--- config.mk ---
export PLATFORM = sky130hd
export DESIGN_NAME = elevator_group_dispatcher
export DESIGN_NICKNAME = d
export VERILOG_FILES = /design/src/rtl/elevator_group_dispatcher.sv
export SDC_FILE = /design/constraint.sdc
export NUM_CORES = 1
export LEC_CHECK = 0
export BUFFER_PORTS_ARGS = -buffer_cell sky130_fd_sc_hd__buf_2
export CAP_MARGIN = 20
export CORE_MARGIN = 5
export CORE_UTILIZATION = 40
export DETAILED_ROUTE_END_ITERATION = 16
export SYNTH_ARGS = -nofsm -noshare
export SYNTH_HDL_FRONTEND = slang
export SYNTH_SLANG_ARGS = --single-unit
--- constraint.sdc ---
create_clock -name clk -period 6.7 [get_ports clk]
set_input_delay 1.675 -clock clk [delete_from_list [all_inputs] [get_ports clk]]
set_output_delay 1.675 -clock clk [all_outputs]
set_load 0.01 [all_outputs]
--- src/rtl/elevator_group_dispatcher.sv ---
// elevator_group_dispatcher
//   Hall-call dispatcher for a group of elevator cars. Latches up/down hall
//   presses into call slots, hands each pending call to the cheapest car, and
//   drops a call as soon as any car serves it.
//
//   Optional feature macro: DISPATCH_TIMEOUT_EN
//     When defined, an assigned call left unserved for REASSIGN_TIMEOUT cycles
//     is released. Its next assignment skips the car that let it time out.
//
// Ports
//   clk          system clock
//   reset        synchronous active-high reset
//   hallUp       up-button per floor (top floor bit ignored)
//   hallDown     down-button per floor (bottom floor bit ignored)
//   carFloor     packed floor per car, car c at [c*FW +: FW]
//   carDir       packed direction per car: 00 idle, 01 up, 10 down, 11 idle
//   carDoorOpen  door-open flag per car
//   hallLampUp   pending up calls
//   hallLampDown pending down calls
//   carCallUp    up calls owned by car c at [c*NUM_FLOORS +: NUM_FLOORS]
//   carCallDown  down calls owned by car c, same packing
//
// Dispatch FSM
//   state | meaning
//   IDLE  | no call is waiting for an owner; scan pointer holds
//   SCAN  | some call is unassigned; one slot is evaluated per cycle
module elevator_group_dispatcher #(
  parameter int NUM_CARS         = 3,
  parameter int NUM_FLOORS       = 7,
  parameter int REASSIGN_TIMEOUT = 64
) (
  input  logic                                  clk,
  input  logic                                  reset,
  input  logic [NUM_FLOORS-1:0]                 hallUp,
  input  logic [NUM_FLOORS-1:0]                 hallDown,
  input  logic [NUM_CARS*$clog2(NUM_FLOORS)-1:0] carFloor,
  input  logic [NUM_CARS*2-1:0]                 carDir,
  input  logic [NUM_CARS-1:0]                   carDoorOpen,
  output logic [NUM_FLOORS-1:0]                 hallLampUp,
  output logic [NUM_FLOORS-1:0]                 hallLampDown,
  output logic [NUM_CARS*NUM_FLOORS-1:0]        carCallUp,
  output logic [NUM_CARS*NUM_FLOORS-1:0]        carCallDown
);

  localparam int FW = $clog2(NUM_FLOORS);
  localparam int CW = FW + 2;
  localparam int OW = (NUM_CARS > 1) ? $clog2(NUM_CARS) : 1;
  localparam int NS = 2 * NUM_FLOORS;
  localparam int PW = $clog2(NS);
  localparam int TW = (REASSIGN_TIMEOUT > 2) ? $clog2(REASSIGN_TIMEOUT) : 1;

  localparam logic [0:0] ST_IDLE = 1'b0;
  localparam logic [0:0] ST_SCAN = 1'b1;

  if (NUM_CARS < 1 || NUM_CARS > 8) begin : g_bad_cars
    $error("NUM_CARS must be 1..8");
  end
  if (NUM_FLOORS < 2 || NUM_FLOORS > 16) begin : g_bad_floors
    $error("NUM_FLOORS must be 2..16");
  end
  if (REASSIGN_TIMEOUT < 1) begin : g_bad_timeout
    $error("REASSIGN_TIMEOUT must be at least 1");
  end

  // Slot s < NUM_FLOORS is "up at floor s"; slot NUM_FLOORS+f is "down at f".
  logic [NS-1:0]           pend_q, pend_d;
  logic [NS-1:0]           asg_q, asg_d;
  logic [OW-1:0]           owner_q [NS];
  logic [OW-1:0]           owner_d [NS];
`ifdef DISPATCH_TIMEOUT_EN
  logic [TW-1:0]           timer_q [NS];
  logic [TW-1:0]           timer_d [NS];
  logic [OW-1:0]           last_q  [NS];
  logic [OW-1:0]           last_d  [NS];
  logic [NS-1:0]           excl_q, excl_d;
`endif
  logic [0:0]              state_q, state_d;
  logic [PW-1:0]           ptr_q;
  logic [NUM_CARS*NUM_FLOORS-1:0] call_up_q, call_up_d, call_dn_q, call_dn_d;

  logic [NS-1:0]           slot_valid;
  logic [NS-1:0]           press;
  logic [NS-1:0]           clr;
  logic [FW-1:0]           tgt_floor;
  logic [CW-1:0]           cost_c, best_cost;
  logic [OW-1:0]           best_car;

  function automatic logic [CW-1:0] car_cost(input logic [FW-1:0] cf,
                                             input logic [1:0]    dir,
                                             input logic [FW-1:0] tf);
    logic [CW-1:0] d;
    d = (cf > tf) ? CW'(cf - tf) : CW'(tf - cf);
    // A car heading away must turn around first, so it is penalised by a
    // full shaft length.
    if ((dir == 2'b01 && tf < cf) || (dir == 2'b10 && tf > cf))
      d = d + CW'(NUM_FLOORS);
    return d;
  endfunction

  always_comb begin
    slot_valid = '1;
    slot_valid[NUM_FLOORS-1] = 1'b0;
    slot_valid[NUM_FLOORS]   = 1'b0;
    press = {hallDown, hallUp} & slot_valid;
  end

  // A car standing at a floor with its door open serves the hall call in
  // its travel direction; an idle car serves both.
  always_comb begin
    clr = '0;
    for (int f = 0; f < NUM_FLOORS; f++) begin
      for (int c = 0; c < NUM_CARS; c++) begin
        if (carDoorOpen[c] && carFloor[c*FW +: FW] == FW'(f)) begin
          if (carDir[c*2 +: 2] != 2'b10) clr[f] = 1'b1;
          if (carDir[c*2 +: 2] != 2'b01) clr[NUM_FLOORS+f] = 1'b1;
        end
      end
    end
    clr = clr & slot_valid;
  end

  always_comb begin
    tgt_floor = (ptr_q < PW'(NUM_FLOORS)) ? FW'(ptr_q)
                                          : FW'(ptr_q - PW'(NUM_FLOORS));
    best_car  = '0;
    best_cost = '1;
    cost_c    = '0;
    for (int c = 0; c < NUM_CARS; c++) begin
      cost_c = car_cost(carFloor[c*FW +: FW], carDir[c*2 +: 2], tgt_floor);
`ifdef DISPATCH_TIMEOUT_EN
      if (NUM_CARS > 1 && excl_q[ptr_q] && last_q[ptr_q] == OW'(c))
        cost_c = '1;
`endif
      // Strict compare keeps the lowest index on ties, including the case
      // where every car is excluded.
      if (c == 0 || cost_c < best_cost) begin
        best_cost = cost_c;
        best_car  = OW'(c);
      end
    end
  end

  always_comb begin
    pend_d  = pend_q;
    asg_d   = asg_q;
    owner_d = owner_q;
`ifdef DISPATCH_TIMEOUT_EN
    timer_d = timer_q;
    last_d  = last_q;
    excl_d  = excl_q;
`endif
    for (int s = 0; s < NS; s++) begin
      if (press[s]) pend_d[s] = 1'b1;
      if (state_q == ST_SCAN && ptr_q == PW'(s) && pend_q[s] && !asg_q[s]) begin
        asg_d[s]   = 1'b1;
        owner_d[s] = best_car;
`ifdef DISPATCH_TIMEOUT_EN
        timer_d[s] = '0;
        excl_d[s]  = 1'b0;
      end else if (asg_q[s]) begin
        if (timer_q[s] == TW'(REASSIGN_TIMEOUT - 1)) begin
          asg_d[s]   = 1'b0;
          last_d[s]  = owner_q[s];
          excl_d[s]  = 1'b1;
          timer_d[s] = '0;
        end else begin
          timer_d[s] = timer_q[s] + TW'(1);
        end
`endif
      end
      // Serving beats press, dispatch and timeout in the same cycle.
      if (clr[s]) begin
        pend_d[s] = 1'b0;
        asg_d[s]  = 1'b0;
`ifdef DISPATCH_TIMEOUT_EN
        timer_d[s] = '0;
        excl_d[s]  = 1'b0;
`endif
      end
    end

    state_d = (|(pend_d & ~asg_d)) ? ST_SCAN : ST_IDLE;

    // Built from next-state values so the car outputs change on the same
    // edge as the lamps.
    call_up_d = '0;
    call_dn_d = '0;
    for (int c = 0; c < NUM_CARS; c++) begin
      for (int f = 0; f < NUM_FLOORS; f++) begin
        call_up_d[c*NUM_FLOORS+f] = pend_d[f] & asg_d[f] & (owner_d[f] == OW'(c));
        call_dn_d[c*NUM_FLOORS+f] = pend_d[NUM_FLOORS+f] & asg_d[NUM_FLOORS+f] &
                                    (owner_d[NUM_FLOORS+f] == OW'(c));
      end
    end
  end

  always_ff @(posedge clk) begin
    if (reset) begin
      pend_q    <= '0;
      asg_q     <= '0;
      state_q   <= ST_IDLE;
      ptr_q     <= '0;
      call_up_q <= '0;
      call_dn_q <= '0;
      for (int s = 0; s < NS; s++) begin
        owner_q[s] <= '0;
`ifdef DISPATCH_TIMEOUT_EN
        timer_q[s] <= '0;
        last_q[s]  <= '0;
`endif
      end
`ifdef DISPATCH_TIMEOUT_EN
      excl_q <= '0;
`endif
    end else begin
      pend_q    <= pend_d;
      asg_q     <= asg_d;
      owner_q   <= owner_d;
      state_q   <= state_d;
      call_up_q <= call_up_d;
      call_dn_q <= call_dn_d;
`ifdef DISPATCH_TIMEOUT_EN
      timer_q <= timer_d;
      last_q  <= last_d;
      excl_q  <= excl_d;
`endif
      if (state_q == ST_SCAN)
        ptr_q <= (ptr_q == PW'(NS - 1)) ? '0 : ptr_q + PW'(1);
    end
  end

  assign hallLampUp   = pend_q[NUM_FLOORS-1:0];
  assign hallLampDown = pend_q[NS-1:NUM_FLOORS];
  assign carCallUp    = call_up_q;
  assign carCallDown  = call_dn_q;

endmodule

# Yosys cells after proc, flatten, opt, wreduce, memory -nomap -nowiden

Index checks and enable logic that the tools add are counted.

Bits in registers: 89

$add $sub $neg: 11
Magnitude comparators: 12
Eq/ne operators: 65
Muxes and demuxes: 134
Bitwise logic cells: 50
Reduce and logical (&&, ||, !) cells: 95

Operators by type and width:

| cell                | number |
|---|---|
| $mux 1              | 112 |
| $logic_and 1x1->1   | 63 |
| $and 1x1->1         | 48 |
| $mux 5              | 7 |
| $eq 2x1->1 const B  | 15 |
| $eq 2x2->1 const B  | 15 |
| $eq 3x3->1 const B  | 9 |
| $mux 2              | 13 |
| $eq 4x4->1 const B  | 6 |
| $logic_not 2->1     | 12 |
| $sub 3x3->4         | 6 |
| $eq 3x2->1 const B  | 6 |
| $gt 3x3->1          | 6 |
| $add 5x3->5 const B | 3 |
| $and 14x14->14      | 1 |
| $not 14->14         | 1 |
| $reduce_or 14->1    | 1 |
| $logic_not 1->1     | 12 |
| $lt 5x5->1          | 2 |
| $eq 3x1->1 const B  | 3 |
| $logic_not 3->1     | 3 |
| $lt 3x3->1          | 3 |
| $eq 4x2->1 const B  | 2 |
| $eq 4x3->1 const B  | 2 |
| other kinds (10)    | 16 |

# Depth between registers and ports, before layout

Gate-level depths: netlist of the first run.

Depth after elaboration: 13
Gate-level depth with buffers: 31
Gate-level depth less buffers: 27

# Worst setup path before layout of the first run

Ideal clock, no wire load.

Kind: flip-flop to flip-flop
From: register ptr_q[0]
To: register owner_q[26] in the netlist's numbering
Setup time: 0.132 ns
Arrival time: 6.312 ns
Slack: 0.255 ns
Stages on the path, launching flop included: 31
Cell sequence: dfxtp_1 > ha_1 > buf_2 > a21oi_2 > mux2i_1 > inv_1 > ha_1 > ha_1 > a21o_1 > fa_1 > nand2_1 > mux2_2 > a21o_1 > xor2_1 > inv_1 > ha_1 > nand2_1 > o21a_1 > o21a_1 > buf_6 > buf_12 > nor3_1 > a21oi_1 > ha_1 > and2_1 > a311oi_1 > a221o_1 > o211ai_1 > buf_4 > nand3_1 > a21oi_1

Cells in the longest elaborated chain, start to end: 11
Elaborated cells between the ends (all ways): 46

RTL lines:

| element                                         | RTL line | RTL |
|---|---|---|
| start, declared                                 | 78       | `logic [PW-1:0] ptr_q;` |
| start signal, assigned                          | 228      | `ptr_q <= (ptr_q == PW'(NS - 1)) ? '0 : ptr_q + PW'(1);` |
| $lt 4x3->1 or $sub 3x3->3 (tied branches)       | 123, 124 |  |
| $mux 3                                          | 123      | `tgt_floor = (ptr_q < PW'(NUM_FLOORS)) ? FW'(ptr_q)` |
| $sub 3x3->4, or another cell as far along       | 92       | `d = (cf > tf) ? CW'(cf - tf) : CW'(tf - cf);` |
| $mux 5 or $logic_and 1x1->1 (tied branches)     | 92, 95   |  |
| $add 5x3->5 or $logic_or 1x1->1 (tied branches) | 96, 95   |  |
| $mux 5                                          | 95       | `if ((dir == 2'b01 && tf < cf) \|\| (dir == 2'b10 && tf > cf))` |
| $lt 5x5->1                                      | 136      | `if (c == 0 \|\| cost_c < best_cost) begin` |
| $mux 5                                          | 136      |  |
| $lt 5x5->1                                      | 136      |  |
| $mux 2                                          | 136      |  |
| $mux 2 (*)                                      | 154      | `if (state_q == ST_SCAN && ptr_q == PW'(s) && pend_q[s] && !asg_q[s]) begin` |
| end signal, assigned                            | 218      | `owner_q <= owner_d;` |
| end, declared                                   | 68       | `logic [OW-1:0] owner_q [NS];` |

Mark *: on every way between the ends. The rest lies on a longest branch, timed or not.
A chain may end at the register's enable or synchronous reset.

# Worst setup path after layout of the first run

From: input port carFloor[1]
To: register owner_q[17] in the netlist's numbering

Cells in the longest elaborated chain, start to end: 9
Elaborated cells between the ends (all ways): 16

RTL lines:

| element                                         | RTL line | RTL |
|---|---|---|
| start, declared                                 | 36       | `input logic [NUM_CARS*$clog2(NUM_FLOORS)-1:0] carFloor,` |
| $sub 3x3->4, or another cell as far along       | 92       |  |
| $mux 5 or $logic_and 1x1->1 (tied branches)     | 92, 95   |  |
| $add 5x3->5 or $logic_or 1x1->1 (tied branches) | 96, 95   |  |
| $mux 5 (*)                                      | 95       |  |
| $lt 5x5->1                                      | 136      |  |
| $mux 5 (*)                                      | 136      |  |
| $lt 5x5->1 (*)                                  | 136      |  |
| $mux 2 (*)                                      | 136      |  |
| $mux 2 (*)                                      | 154      |  |

Marks and branches as above.

==> results of run 1 <==
cell usage after synthesis, drive strengths merged (5+ instances only):
cell | n | area (um^2)
a21o | 8 | 60.06
a21oi | 56 | 284.0
a31oi | 15 | 93.84
a41oi | 10 | 87.58
buf | 21 | 148.9
clkbuf | 11 | 41.29
dfxtp | 89 | 1782
fa | 9 | 180.2
ha | 34 | 425.4
inv | 26 | 97.59
mux2 | 5 | 56.30
mux2i | 8 | 80.08
nand2 | 46 | 172.7
nand2b | 16 | 102.6
nand3 | 49 | 265.3
nand4 | 29 | 181.4
nand4b | 11 | 96.34
nor2 | 72 | 270.3
nor2b | 20 | 125.1
nor3 | 26 | 140.1
nor3b | 5 | 37.54
o21ai | 17 | 88.84
o22ai | 8 | 50.05
or2 | 25 | 156.4
or3 | 10 | 67.56
xnor2 | 7 | 61.31
layer usage:
layer	GRT usage	wire, um	part of all wire
met1	0.2364	6670	0.42
met2	0.3413	7816	0.49
met3	0.03292	995	0.063
met4	0.07615	415	0.026
met5	0	13	0.00082
cells by family (layout without fill, tap and decap cells):
family	count (synthesis)	count (layout)
AND/OR/NAND/NOR	326	326
AO/OA/AOI/OAI	143	143
flip-flops	89	89
buffers and inverters	58	140
adder cells (fa/ha/maj)	43	43
multiplexers	13	13
XOR/XNOR	8	8
other	1	8
cell type report:
cell class	count	share of cell area
Timing Repair Buffer	98	0.08493
Clock inverter	7	0.01448
Sequential cell	89	0.2749
Inverter	26	0.01506
Multi-Input combinational cell	541	0.5412
Clock buffer	9	0.03474
Tap cell	180	0.03474
sequential cells by signal, summed over array words and instances, names as in the netlist:
name         flops
pend_q          12
ptr_q            4
asg_q           12
state_q          1
carCallUp       18
carCallDown     18
owner_q         24
through the flow:
| step | setup slack (ns) | hold WS [ns] | power [mW] |
|---|---|---|---|
| floorplan | 0.2554 | 0.4542 | 1.001 |
| global placement | 0.08944 | 0.4632 | 1.259 |
| detailed placement | -0.09900 | 0.4817 | 1.286 |
| CTS | 0.2434 | 0.4919 | 1.822 |
| global route | 0.03713 | 0.5116 | 1.903 |
| finish | 0.4386 | 0.4907 | 1.821 |
power by group:
part           internal, mW  leakage, nW  switching [mW]
clock                 0.326        0.152           0.212
combinational         0.254         1.84           0.476
sequential            0.540        0.721          0.0125
total                  1.12         2.72           0.700
worst min path at each step:
stage / start / endpoint / depth (start not counted)
after global placement: owner_q[17]$_SDFF_PP0_ / owner_q[17]$_SDFF_PP0_ / 2
final: owner_q[24]$_SDFF_PP0_ / owner_q[24]$_SDFF_PP0_ / 2
after detailed placement: owner_q[16]$_SDFF_PP0_ / owner_q[16]$_SDFF_PP0_ / 2
after CTS: owner_q[21]$_SDFF_PP0_ / owner_q[21]$_SDFF_PP0_ / 2
after floorplan: owner_q[11]$_SDFF_PP0_ / owner_q[11]$_SDFF_PP0_ / 2
after global routing: owner_q[17]$_SDFF_PP0_ / owner_q[17]$_SDFF_PP0_ / 2
tightest hold or removal path: cells and delay by family (launching register included):
family | cells | cell delay [ns]
simple gates | 1 | 0.07
flops | 1 | 0.32
compound gates | 1 | 0.06
==> run_results.csv, run 1 <==
group,metric,value,unit
worst_setup_path,worst-r2r-setup-slack,0.57,ns
cts,htree_levels,3,
synthesis,async_flop_share,0,
worst_setup_path,cp-end-kind,"register",
cts,cts_buffers,9,
synthesis,yosysWarningCount,0,
route,wl,15910,um
cts,cts_buffer_depth,2,
cts,clkSinkCount,89,
final_layout,synthToLayoutAreaGrowth,16.98,%
route,vias,5369,
worst_setup_path,worstSetupPathType,"input pin to register",
synthesis,postSynthCellCount,681,
cts,cts.clk_slew.worst_paths,0.06,ns
worst_hold_path,min-delay-path-class,"register to register",
synthesis,synth_edf_count,0,
floorplanning,die_h,127.7,um
cts,cts-root-buf,"clkbuf_16",
final_layout,fin_util,0.4725,
worst_setup_path,worst_ep_arrival_time,6.53,ns
synthesis,synth-compound-area-share,0.1650,
worst_setup_path,cp_slowest_stage_delay,0.37,ns
place,dpl_cell_area,6153,um^2
place,place_hpwl,12420,um
final_layout,multi_input_area,3508,um^2
synthesis,synth_mux_area_frac,0.02461,
global_routing,grt_pass1_vias,5213,
worst_setup_path,crit_family,"compound AO/OA/AOI/OAI gates",
route,first_pass_iters,5,
synthesis,ys_seq_elements,89,
final_layout,finalInstanceArea,6482,um^2
final_layout,nFillCells,1367,
worst_setup_path,cp.required,6.96,ns
synthesis,syn-cell-area,5542,um^2
worst_setup_path,cp_slowest_cell,"fa_1",
synthesis,yosys.area_share.simple,0.3143,
route,drtIter0Drc,380,
place,dp.cells,934,
timing,clock_skew,0.007552,ns
synthesis,synth_top_family_by_area,"simple AND/OR/NAND/NOR gates",
timing,finalHoldViolCount,0,
worst_setup_path,start_kind,"input pin",
final_layout,fin_cells,950,
synthesis,synth-xor-area-share,0.01264,
global_routing,grt_usage,0.1941,
route,viasPerCell,5.652,
place,port_buffers,79,
floorplanning,dieArea,16310,um^2
cts,postCtsHoldBufs,0,
cts,cts_resized,0,
place,place_congestion,0.9567,
floorplanning,start_util,0.4039,
synthesis,synthAdderAreaFrac,0.1093,
timing,slew_violations,0,
floorplanning,die_w,127.7,um
cts,clk_latency,0.34,ns
floorplanning,rows,43,
power,irDropWorstVdd,0.1694,mV
floorplanning,boundaryPins,90,
synthesis,ys.flop_type,"dfxtp_1",
final_layout,diodes,0,
cts,postCtsSetupBuffers,0,
worst_setup_path,path_depth,27,
worst_setup_path,crit_path_frequent_cell,"ha_1",
timing,period_share,0.9345,
worst_setup_path,timing.rr.start,"ptr_q[0]$_SDFFE_PP0P_",
power,power_density,280.8,nW/um^2
floorplanning,core,13720,um^2
worst_setup_path,timing.rr.end,"owner_q[17]$_SDFF_PP0_",
worst_setup_path,crit_buf_inv,4,
worst_setup_path,ff2ff_path_depth,29,
global_routing,overflow,0,
timing,tightest_slew,0.9314,ns
global_routing,antenna_found_initial,1,
final_layout,layout_common_cells,"dfxtp_1 (89), buf_2 (79), nor2_1 (72), a21oi_1 (55)",
worst_setup_path,cp_max_fo,12,
global_routing,grt_max_degree,53,
run_status,outcome,"complete, no violations",
final_layout,drive_gt1_frac,0.2065,
route,drc,0,
route,final_antenna_net_count,0,
global_routing,grt_pass1_wl,25410,um
worst_setup_path,worstSetupStartpoint,"carFloor[1]",
route,wl_per_cell,16.75,um
timing,fin_crit,6.261,ns
final_layout,register_area,1782,um^2
timing,fin_tns_setup,0,ns
cts,cts_tree,"done",
synthesis,synth_cell_types,59,
power,total_leakage_power,2.717,nW
final_layout,final_common_cell,"dfxtp_1",
final_layout,final_nets,842,
synthesis,yosysSeqAreaShare,0.3215,
timing,setup_viol,0,
timing,fmax,159.7,MHz
timing,rsz0062_at_grt,"no",
synthesis,avgSynthCellArea,8.137,um^2
worst_setup_path,cp-endpoint,"owner_q[17]$_SDFF_PP0_",
timing,timing.slew.headroom,0.3791,
job,cap_viol_max_count,0,
Note: power is estimated with default switching activity, not from simulation.
==> inputs of run 2 (changes only) <==
==> constraint.sdc (replaced) <==
create_clock -name clk -period 6.7 [get_ports clk]
set_input_delay 1.005 -clock clk [delete_from_list [all_inputs] [get_ports clk]]
set_output_delay 1.005 -clock clk [all_outputs]
set_load 0.01 [all_outputs]
==> run 2 against run 1 <==
Net effect:
- sequential share of layout area is 0.47 points higher
- sequential power hardly changed
- critical endpoint is now owner_q[10]$_SDFF_PP0_
- hold slack hardly changed
- clock power is 12% lower
- setup slack better by 0.053 ns
- largest cell class unchanged
- global-route usage is 0.28 points higher
==> run_results.csv, run 2 (same netlist as run 1, synthesis figures left out) <==
group,metric,value,unit
job,cap_viol_max_count,0,
timing,clock_skew,0.006215,ns
run_status,outcome,"complete, no violations",
timing,slew_violations,0,
final_layout,nFillCells,1343,
cts,clk_latency,0.34,ns
worst_setup_path,cp_slowest_stage_delay,0.37,ns
timing,rsz0062_at_grt,"no",
global_routing,overflow,0,
worst_setup_path,worst_ep_arrival_time,6.39,ns
floorplanning,start_util,0.4039,
cts,htree_levels,3,
worst_setup_path,worstSetupPathType,"register to register",
final_layout,final_common_cell,"dfxtp_1",
cts,cts-root-buf,"clkbuf_16",
final_layout,fin_cells,943,
route,drtIter0Drc,344,
floorplanning,dieArea,16310,um^2
floorplanning,rows,43,
global_routing,antenna_found_initial,2,
timing,finalHoldViolCount,0,
route,wl,15930,um
route,final_antenna_net_count,0,
final_layout,largest_register_ff_count,24,
floorplanning,die_w,127.7,um
worst_setup_path,start_kind,"register",
worst_setup_path,cp_slowest_cell,"ha_1",
cts,cts_tree,"done",
worst_hold_path,min-delay-path-class,"register to register",
place,port_buffers,79,
final_layout,finalInstanceArea,6374,um^2
worst_setup_path,cp_max_fo,12,
global_routing,grt_usage,0.1969,
worst_setup_path,crit_path_frequent_cell,"ha_1",
worst_setup_path,cp-end-kind,"register",
route,drc,0,
power,power,1.712,mW
floorplanning,die_h,127.7,um
global_routing,grt_max_degree,53,
final_layout,register_area,1782,um^2
cts,postCtsHoldBufs,0,
worst_setup_path,cp.required,6.88,ns
final_layout,layout_common_cells,"dfxtp_1 (89), buf_2 (79), nor2_1 (72), a21oi_1 (55), nand2_1 (46)",
final_layout,regMostFlops,"owner_q",
final_layout,multi_input_area,3500,um^2
power,power_density,268.6,nW/um^2
timing,tightest_slew,0.9254,ns
cts,clkSinkCount,89,
global_routing,grt_pass1_vias,5076,
place,place_congestion,0.9668,
final_layout,drive_gt1_frac,0.1953,
timing,timing.slew.headroom,0.3831,
route,wl_per_cell,16.90,um
power,total_leakage_power,2.656,nW
timing,period_share,0.9266,
timing,setup_viol,0,
global_routing,grt_pass1_wl,25520,um
place,dp.cells,927,
final_layout,diodes,0,
cts,cts_buffer_depth,2,
power,irDropWorstVdd,0.1621,mV
timing,fmax,161.1,MHz
timing,hold_ws,0.4904,ns
final_layout,synthToLayoutAreaGrowth,15.01,%
cts,cts_buffers,9,
route,vias,5308,
place,dpl_cell_area,6088,um^2
final_layout,final_nets,835,
timing,fin_tns_setup,0,ns
floorplanning,boundaryPins,90,
timing,fin_crit,6.208,ns
route,first_pass_iters,5,
route,viasPerCell,5.629,
place,place_hpwl,12330,um
cts,cts.clk_slew.worst_paths,0.06,ns
floorplanning,core,13720,um^2
## run 2: cell count changes in the layout (fill, tap and decap cells not counted)
cell | previous run | this run
buf_12 | 1 | 0
clkinv_2 | 2 | 1
inv_6 | 1 | 0
clkbuf_1 | 0 | 1
bufinv_16 | 2 | 0
buf_4 | 18 | 12
nand2_2 | 1 | 0
a311oi_2 | 1 | 0
nand2_1 | 45 | 46
clkinvlp_4 | 2 | 3
a311oi_1 | 3 | 4
clkbuf_8 | 0 | 2
## run 2: worst paths after layout
path / from / endpoint / slack [ns] / cells after the start
setup / recovery: ptr_q[0]$_SDFFE_PP0P_ / owner_q[10]$_SDFF_PP0_ / 0.49 / 29
hold / removal: owner_q[2]$_SDFF_PP0_ / owner_q[2]$_SDFF_PP0_ / 0.49 / 2
setup reg to reg: ptr_q[0]$_SDFFE_PP0P_ / owner_q[10]$_SDFF_PP0_ / 0.49 / 29
hold reg to reg: owner_q[2]$_SDFF_PP0_ / owner_q[2]$_SDFF_PP0_ / 0.49 / 2
## run 2: metal layers
layer,global-route usage,up-vias,routed length (um)
met5,0,-,20
met4,0.09675,4,601
met3,0.03417,34,1027
met2,0.3354,181,7529
met1,0.2402,2475,6754
li1,-,2614,-
## run 2: final cells by class
type	count	area share
Clock buffer	12	0.04024
Inverter	26	0.01531
Timing Repair Buffer	91	0.07617
Clock inverter	4	0.004319
Sequential cell	89	0.2795
Tap cell	180	0.03534
Multi-Input combinational cell	541	0.5491
## run 2: worst max-delay path: cells and delay by family, from the launching register on
kind / cells / cell delay [ns]
AO/OA/AOI/OAI: 12 / 1.82
buffers and inverters: 3 / 0.55
adder cells (fa/ha/maj): 7 / 2.00
AND/OR/NAND/NOR: 6 / 0.98
multiplexers: 1 / 0.32
flip-flops: 1 / 0.36
## run 2: repair_timing
action	4_1_cts	5_1_grt
gates resized for setup	0	1
buffers inserted	0	0
endpoints found under the setup margin	0	21
## run 2: per-stage QoR
step           setup WS, ns  utilization
2_1_floorplan        0.2554            -
3_3_place_gp         0.6086       0.4438
3_5_place_dp         0.4554       0.4438
4_1_cts              0.4622       0.4645
5_1_grt             0.02185       0.4646
6_report             0.4918       0.4646
## run 2: where the power goes
part / leakage (nW) / switching [mW] / internal (mW)
logic: 1.80 / 0.464 / 0.220
clock network: 0.131 / 0.205 / 0.271
registers: 0.721 / 0.0125 / 0.540
total: 2.66 / 0.681 / 1.03
